File: config.mk
export PLATFORM = sky130hd
export DESIGN_NAME = logic_unit_acc_flat
export DESIGN_NICKNAME = d
export VERILOG_FILES = /design/src/rtl/logic_unit_acc_if.sv /design/src/rtl/logic_unit_acc.sv /design/src/flat_wrapper.sv
export SDC_FILE = /design/constraint.sdc
export NUM_CORES = 1
export LEC_CHECK = 0
export BUFFER_PORTS_ARGS = -buffer_cell sky130_fd_sc_hd__buf_4
export CELL_PAD_IN_SITES_DETAIL_PLACEMENT = 0
export CELL_PAD_IN_SITES_GLOBAL_PLACEMENT = 2
export CORE_UTILIZATION = 30
export CTS_BUF_LIST = sky130_fd_sc_hd__clkbuf_8
export DETAILED_ROUTE_END_ITERATION = 8
export PLACE_DENSITY = 0.85
export SKIP_CTS_REPAIR_TIMING = 1
export SLEW_MARGIN = 20
export SYNTH_ARGS = -nofsm -noshare
export SYNTH_HDL_FRONTEND = slang
export SYNTH_SLANG_ARGS = --single-unit
File: constraint.sdc
create_clock -name clk -period 2.5 [get_ports clk]
set_input_delay 0.5 -clock clk [delete_from_list [all_inputs] [get_ports clk]]
set_output_delay 0.5 -clock clk [all_outputs]
set_load 0.02 [all_outputs]
File: src/rtl/logic_unit_acc_if.sv
// Operand/result handshake bundle for logic_unit_acc.
// master drives operands and out_ready; slave returns the registered result and status.
interface logic_unit_acc_if #(
    parameter int WIDTH = 8,
    parameter int CNT_W = 4
);
    logic             in_valid;
    logic             in_ready;
    logic [WIDTH-1:0] a;
    logic [WIDTH-1:0] b;
    logic [2:0]       op;
    logic             acc_mode;
    logic             clear;
    logic             out_valid;
    logic             out_ready;
    logic [WIDTH-1:0] result;
    logic             zero;
    logic             parity;
    logic [CNT_W-1:0] count;
    logic             count_sat;

    modport master (
        output in_valid, a, b, op, acc_mode, clear, out_ready,
        input  in_ready, out_valid, result, zero, parity, count, count_sat
    );

    modport slave (
        input  in_valid, a, b, op, acc_mode, clear, out_ready,
        output in_ready, out_valid, result, zero, parity, count, count_sat
    );
endinterface

File: src/rtl/logic_unit_acc.sv
// Bitwise logic unit with optional accumulator and saturating op counter.
// Latency: 1 cycle, result/zero/parity registered on the transfer edge.
// Backpressure: single result register; in_ready drops while a held result is not consumed.
module logic_unit_acc #(
    parameter int WIDTH = 8,
    parameter int CNT_W = 4
) (
    input  logic            clk,
    input  logic            rst,
    logic_unit_acc_if.slave bus
);
    typedef enum logic {
        EMPTY = 1'b0,
        FULL  = 1'b1
    } state_t;

    localparam logic [CNT_W-1:0] CNT_MAX = '1;
    localparam logic [CNT_W-1:0] CNT_ONE = CNT_W'(1);

    state_t           state_q,     state_d;
    logic [WIDTH-1:0] acc_q,       acc_d;
    logic [WIDTH-1:0] result_q,    result_d;
    logic             zero_q,      zero_d;
    logic             parity_q,    parity_d;
    logic [CNT_W-1:0] count_q,     count_d;
    logic             count_sat_q, count_sat_d;

    logic             in_ready_c;
    logic             xfer;
    logic [WIDTH-1:0] acc_base;
    logic [WIDTH-1:0] op_x;
    logic [WIDTH-1:0] op_y;
    logic [WIDTH-1:0] func_out;

    // op[2]=0 keeps the legacy 2-bit key: OR, NOR, XOR, XNOR.
    function automatic logic [WIDTH-1:0] logic_op(
        input logic [2:0]       sel,
        input logic [WIDTH-1:0] x,
        input logic [WIDTH-1:0] y
    );
        logic [WIDTH-1:0] r;
        case (sel)
            3'b000:  r = x | y;
            3'b001:  r = ~(x | y);
            3'b010:  r = x ^ y;
            3'b011:  r = ~(x ^ y);
            3'b100:  r = x & y;
            3'b101:  r = ~(x & y);
            3'b110:  r = ~x;
            default: r = x;
        endcase
        return r;
    endfunction

    assign in_ready_c = ((state_q == EMPTY) || bus.out_ready) && !rst;
    assign xfer       = bus.in_valid && in_ready_c;

    // A clear in the same cycle as an accumulate op starts that op from zero.
    assign acc_base = bus.clear ? '0 : acc_q;
    assign op_x     = bus.acc_mode ? acc_base : bus.a;
    assign op_y     = bus.acc_mode ? bus.a    : bus.b;
    assign func_out = logic_op(bus.op, op_x, op_y);

    always_comb begin
        state_d     = state_q;
        acc_d       = acc_q;
        result_d    = result_q;
        zero_d      = zero_q;
        parity_d    = parity_q;
        count_d     = count_q;
        count_sat_d = count_sat_q;

        if (bus.clear) begin
            acc_d   = '0;
            count_d = '0;
        end

        if (xfer) begin
            state_d  = FULL;
            result_d = func_out;
            zero_d   = (func_out == '0);
            parity_d = ^func_out;
            if (bus.acc_mode) begin
                acc_d = func_out;
                if (bus.clear) begin
                    count_d = CNT_ONE;
                end else if (count_q != CNT_MAX) begin
                    count_d = count_q + CNT_ONE;
                end
            end
        end else if (state_q == FULL && bus.out_ready) begin
            state_d = EMPTY;
        end

        count_sat_d = (count_d == CNT_MAX);
    end

    always_ff @(posedge clk) begin
        if (rst) begin
            state_q     <= EMPTY;
            acc_q       <= '0;
            result_q    <= '0;
            zero_q      <= 1'b0;
            parity_q    <= 1'b0;
            count_q     <= '0;
            count_sat_q <= 1'b0;
        end else begin
            state_q     <= state_d;
            acc_q       <= acc_d;
            result_q    <= result_d;
            zero_q      <= zero_d;
            parity_q    <= parity_d;
            count_q     <= count_d;
            count_sat_q <= count_sat_d;
        end
    end

    assign bus.in_ready  = in_ready_c;
    assign bus.out_valid = (state_q == FULL);
    assign bus.result    = result_q;
    assign bus.zero      = zero_q;
    assign bus.parity    = parity_q;
    assign bus.count     = count_q;
    assign bus.count_sat = count_sat_q;
endmodule

File: src/flat_wrapper.sv
// flat-port wrapper written by rule: the top's interface ports become plain ports
module logic_unit_acc_flat 
#(
    parameter int WIDTH = 8,
    parameter int CNT_W = 4
)
  (clk, rst, bus_in_valid, bus_a, bus_b, bus_op, bus_acc_mode, bus_clear, bus_out_ready, bus_in_ready, bus_out_valid, bus_result, bus_zero, bus_parity, bus_count, bus_count_sat);
  logic_unit_acc_if #(.WIDTH(WIDTH), .CNT_W(CNT_W)) bus_i ();
  input  logic clk;
  input  logic rst;
  input wire logic [$bits(bus_i.in_valid)-1:0] bus_in_valid;
  input wire logic [$bits(bus_i.a)-1:0] bus_a;
  input wire logic [$bits(bus_i.b)-1:0] bus_b;
  input wire logic [$bits(bus_i.op)-1:0] bus_op;
  input wire logic [$bits(bus_i.acc_mode)-1:0] bus_acc_mode;
  input wire logic [$bits(bus_i.clear)-1:0] bus_clear;
  input wire logic [$bits(bus_i.out_ready)-1:0] bus_out_ready;
  output wire logic [$bits(bus_i.in_ready)-1:0] bus_in_ready;
  output wire logic [$bits(bus_i.out_valid)-1:0] bus_out_valid;
  output wire logic [$bits(bus_i.result)-1:0] bus_result;
  output wire logic [$bits(bus_i.zero)-1:0] bus_zero;
  output wire logic [$bits(bus_i.parity)-1:0] bus_parity;
  output wire logic [$bits(bus_i.count)-1:0] bus_count;
  output wire logic [$bits(bus_i.count_sat)-1:0] bus_count_sat;
  assign bus_i.in_valid = bus_in_valid;
  assign bus_i.a = bus_a;
  assign bus_i.b = bus_b;
  assign bus_i.op = bus_op;
  assign bus_i.acc_mode = bus_acc_mode;
  assign bus_i.clear = bus_clear;
  assign bus_i.out_ready = bus_out_ready;
  assign bus_in_ready = bus_i.in_ready;
  assign bus_out_valid = bus_i.out_valid;
  assign bus_result = bus_i.result;
  assign bus_zero = bus_i.zero;
  assign bus_parity = bus_i.parity;
  assign bus_count = bus_i.count;
  assign bus_count_sat = bus_i.count_sat;
  logic_unit_acc #(.WIDTH(WIDTH), .CNT_W(CNT_W)) u_core (.clk(clk), .rst(rst), .bus(bus_i));
endmodule
==> flow_summary_export.csv <==
group,metric,value,unit
power_and_ir_drop,powerDensity,404,mW/mm^2
drt,firstDrtPassIters,4,
global_routing,grt_start_max_net_pins,27,
drt,drtIter0Drc,74,
floorplanning,ioPinCount,42,
logic_synthesis,synth_area_leaders,"dfxtp_1 (23%), nor2b_1 (10%), ha_1 (7.8%), o21ai_1 (4.8%), nand3b_1 (3.9%)",
setup_path,rrSetupSlack,0.19,ns
logic_synthesis,ys.flop_type,"dfxtp_1",
timing,slew_headroom,0.588,
setup_path,rr_startpoint,"u_core.acc_q[1]",
finish,fill_cells,683,
setup_path,path_delay_family,"compound AO/OA/AOI/OAI gates",
timing,drv_slew,0,
setup_path,worstPathCellList,"buf_4 -> and3b_2 -> nor2_1 -> ha_1 -> nand2b_1 -> a22oi_2 -> o41ai_1 -> o21ai_1 -> ha_1 -> xnor2_2 -> xnor2_1 -> o21ai_0",
logic_synthesis,yosysMostFrequentCell,"nor2b_1",
setup_path,end_kind,"flop",
clock_network,cts_inserted_buffers,3,
place,place_inst,407,
logic_synthesis,async_flop_share,0,
timing,fin_worst_skew,0.00269,ns
logic_synthesis,synthTopCellsByCount,"nor2b_1 (35), dfxtp_1 (24), o21ai_1 (20)",
clock_network,clk_path_buf_depth,2,
timing,setup_viol,0,
clock_network,h-tree-depth,1,
logic_synthesis,yosysSeqAreaShare,0.229,
floorplanning,start_util,0.310,
place,io_buffers,41,
place,placed_area,0.00276,mm^2
timing,hold_violations,0,
power_and_ir_drop,total_power,1200,uW
finish,syn2layout_area_growth,41.2,%
finish,nNetsFinal,371,
setup_path,crit_fanout,16,
clock_network,cts_root_buf,"clkbuf_8",
floorplanning,core,0.00676,mm^2
logic_synthesis,syn-num-nets,297,
logic_synthesis,synth.distinct_cells,35,
clock_network,cts.sinks,24,
power_and_ir_drop,leakage,0.00125,uW
finish,design_area,0.00296,mm^2
place,dp_hpwl,4.28,mm
setup_path,startpoint,"bus_clear",
logic_synthesis,syn_area,0.00210,mm^2
hold_path,hold_depth,3,
timing,setup-tns-final,0,ns
global_routing,grt_pass1_wl,9.42,mm
setup_path,cp_num_buf_inv,1,
outcome,status,"completed",
power_and_ir_drop,vdd_drop_max,0.222,mV
run,cap_violations,0,
logic_synthesis,synth_top_cell_by_area,"dfxtp_1",
setup_path,cp.required,2.63,ns
timing,layout_min_cycle_time,2.43,ns
floorplanning,dieWidth,85.6,um
drt,routed_wl,5.58,mm
setup_path,timing.critical_path.mode_cell,"ha_1",
timing,fmax,412,MHz
logic_synthesis,synthCells,259,
drt,post_drt_wl_per_cell,13.5,um
floorplanning,dieArea,0.00732,mm^2
global_routing,grt_overflow,0,
logic_synthesis,synth.avg_cell_area,8.09,um^2
setup_path,critical_path_class,"input pin to flop",
place,gp_congestion,0.796,
logic_synthesis,synth-seq-cells,24,
timing,tightest_slew,0.616,ns
floorplanning,rows,30,
drt,vias_per_cell,5.34,
setup_path,crit_end,"u_core.bus.parity",
floorplanning,die_h,85.6,um
setup_path,cp_slowest_cell,"ha_1",
timing,worst_slack,0.0727,ns
global_routing,grt_pass1_vias,2114,
clock_network,path_clk_slew,0.08,ns
setup_path,startpoint_type,"input pin",
place,post-place-ws,-0.283,ns
finish,diodes,0,
drt,drc,0,
logic_synthesis,yosysWarnings,0,
finish,stdcell_count,412,
setup_path,crit_cells,12,
setup_path,r2r_end,"u_core.bus.parity",
global_routing,antenna_found_initial,0,
drt,via_count,2202,
logic_synthesis,netlist.area_leader.share,0.229,
timing,post-route-period-util,0.971,
setup_path,cp_data_arrival_time,2.56,ns
global_routing,grtUsageTotal,0.154,
setup_path,reg2reg_depth,11,
drt,ant_nets,0,
clock_network,clock_latency,0.26,ns
logic_synthesis,synth_edf_count,0,
clock_network,cts_tree,"yes",
setup_path,max_stage_delay,0.31,ns
finish,drive_above_1_share,0.404,
hold_path,holdCritPathClass,"input pin to flop",
power by group:
part           total (uW)  switching [uW]  internal, uW  leakage (uW)
Combinational         509             245           263       0.00102
Sequential            427            17.0           410      0.000196
Clock                 260             120           141     0.0000288
Total                1200             382           814       0.00125
layout by cell type (no fill, tap or decap), types with 2 or more instances in the layout:
master	count
mux2i_1	2
buf_4	87
nor2_1	14
xnor2_2	2
ha_1	13
nand4_1	2
nor2b_2	12
o21ai_0	12
nand3_1	5
o21ai_2	5
and3b_2	4
nand2b_1	9
dfxtp_1	24
xnor2_1	2
o21ai_1	19
and3b_1	3
a31oi_1	9
nand3b_1	11
o41ai_2	6
nor2b_1	23
o21a_1	8
a22oi_2	8
nor3_1	11
o311a_1	8
clkbuf_8	4
or4b_1	8
a21oi_1	9
o41ai_1	2
registers in the layout, indices dropped and copies added (netlist names):
name                  cells
u_core.bus.result         8
u_core.bus.count          4
u_core.bus.count_sat      1
u_core.acc_q              8
u_core.bus.out_valid      1
u_core.bus.zero           1
u_core.bus.parity         1
metrics by stage:
step / utilization / hold slack (ns)
global route: 0.438 / 0.475
detailed placement: 0.408 / 0.473
floorplan: - / 0.520
CTS: 0.416 / 0.454
global placement: 0.408 / 0.474
finish: 0.438 / 0.457
worst min-delay path by stage:
| stage | from | to | slack (ns) |
|---|---|---|---|
| 6_report | bus_in_valid | u_core.bus.out_valid | 0.46 |
| 5_1_grt | bus_in_valid | u_core.bus.out_valid | 0.48 |
| 4_1_cts | bus_in_valid | u_core.bus.out_valid | 0.45 |
| 3_5_place_dp | u_core.bus.result[0] | u_core.bus.result[0] | 0.47 |
| 3_3_place_gp | u_core.bus.result[0] | u_core.bus.result[0] | 0.47 |
| 2_1_floorplan | u_core.acc_q[1] | u_core.acc_q[1] | 0.52 |
worst register-to-register path, stage by stage (launching register included):
cell      delay, ns
dfxtp_1        0.33
and3b_2        0.20
nor2_1         0.05
ha_1           0.30
nand2b_1       0.07
a22oi_2        0.20
o41ai_1        0.10
o21ai_1        0.25
ha_1           0.31
xnor2_2        0.15
xnor2_1        0.13
o21ai_0        0.09
layer usage:
layer	global-route usage	part of all wire	up-vias	wire length, um
li1	-	-	1124	-
met1	0.203	0.47	1044	2590
met2	0.276	0.50	28	2800
met3	0.0192	0.022	6	121
met4	0.0197	0.011	0	63
met5	0	0	-	0
logic make-up after synthesis:
logic type / share of synthesized area
simple gates: 0.336
compound gates: 0.279
buf+inv: 0.0525
xor+xnor: 0.0167
mux: 0.00955
flops: 0.229
fa+ha+maj: 0.0776
cell type report:
| type | instances | area (um^2) | area share |
|---|---|---|---|
| multi-input cells | 215 | 1640 | 0.554 |
| repair buffers | 89 | 684 | 0.231 |
| flip-flops and latches | 24 | 480 | 0.162 |
| well taps | 80 | 100 | 0.0338 |
| clock buffers | 4 | 55.1 | 0.0186 |
Power figures use the tool's default switching activity.
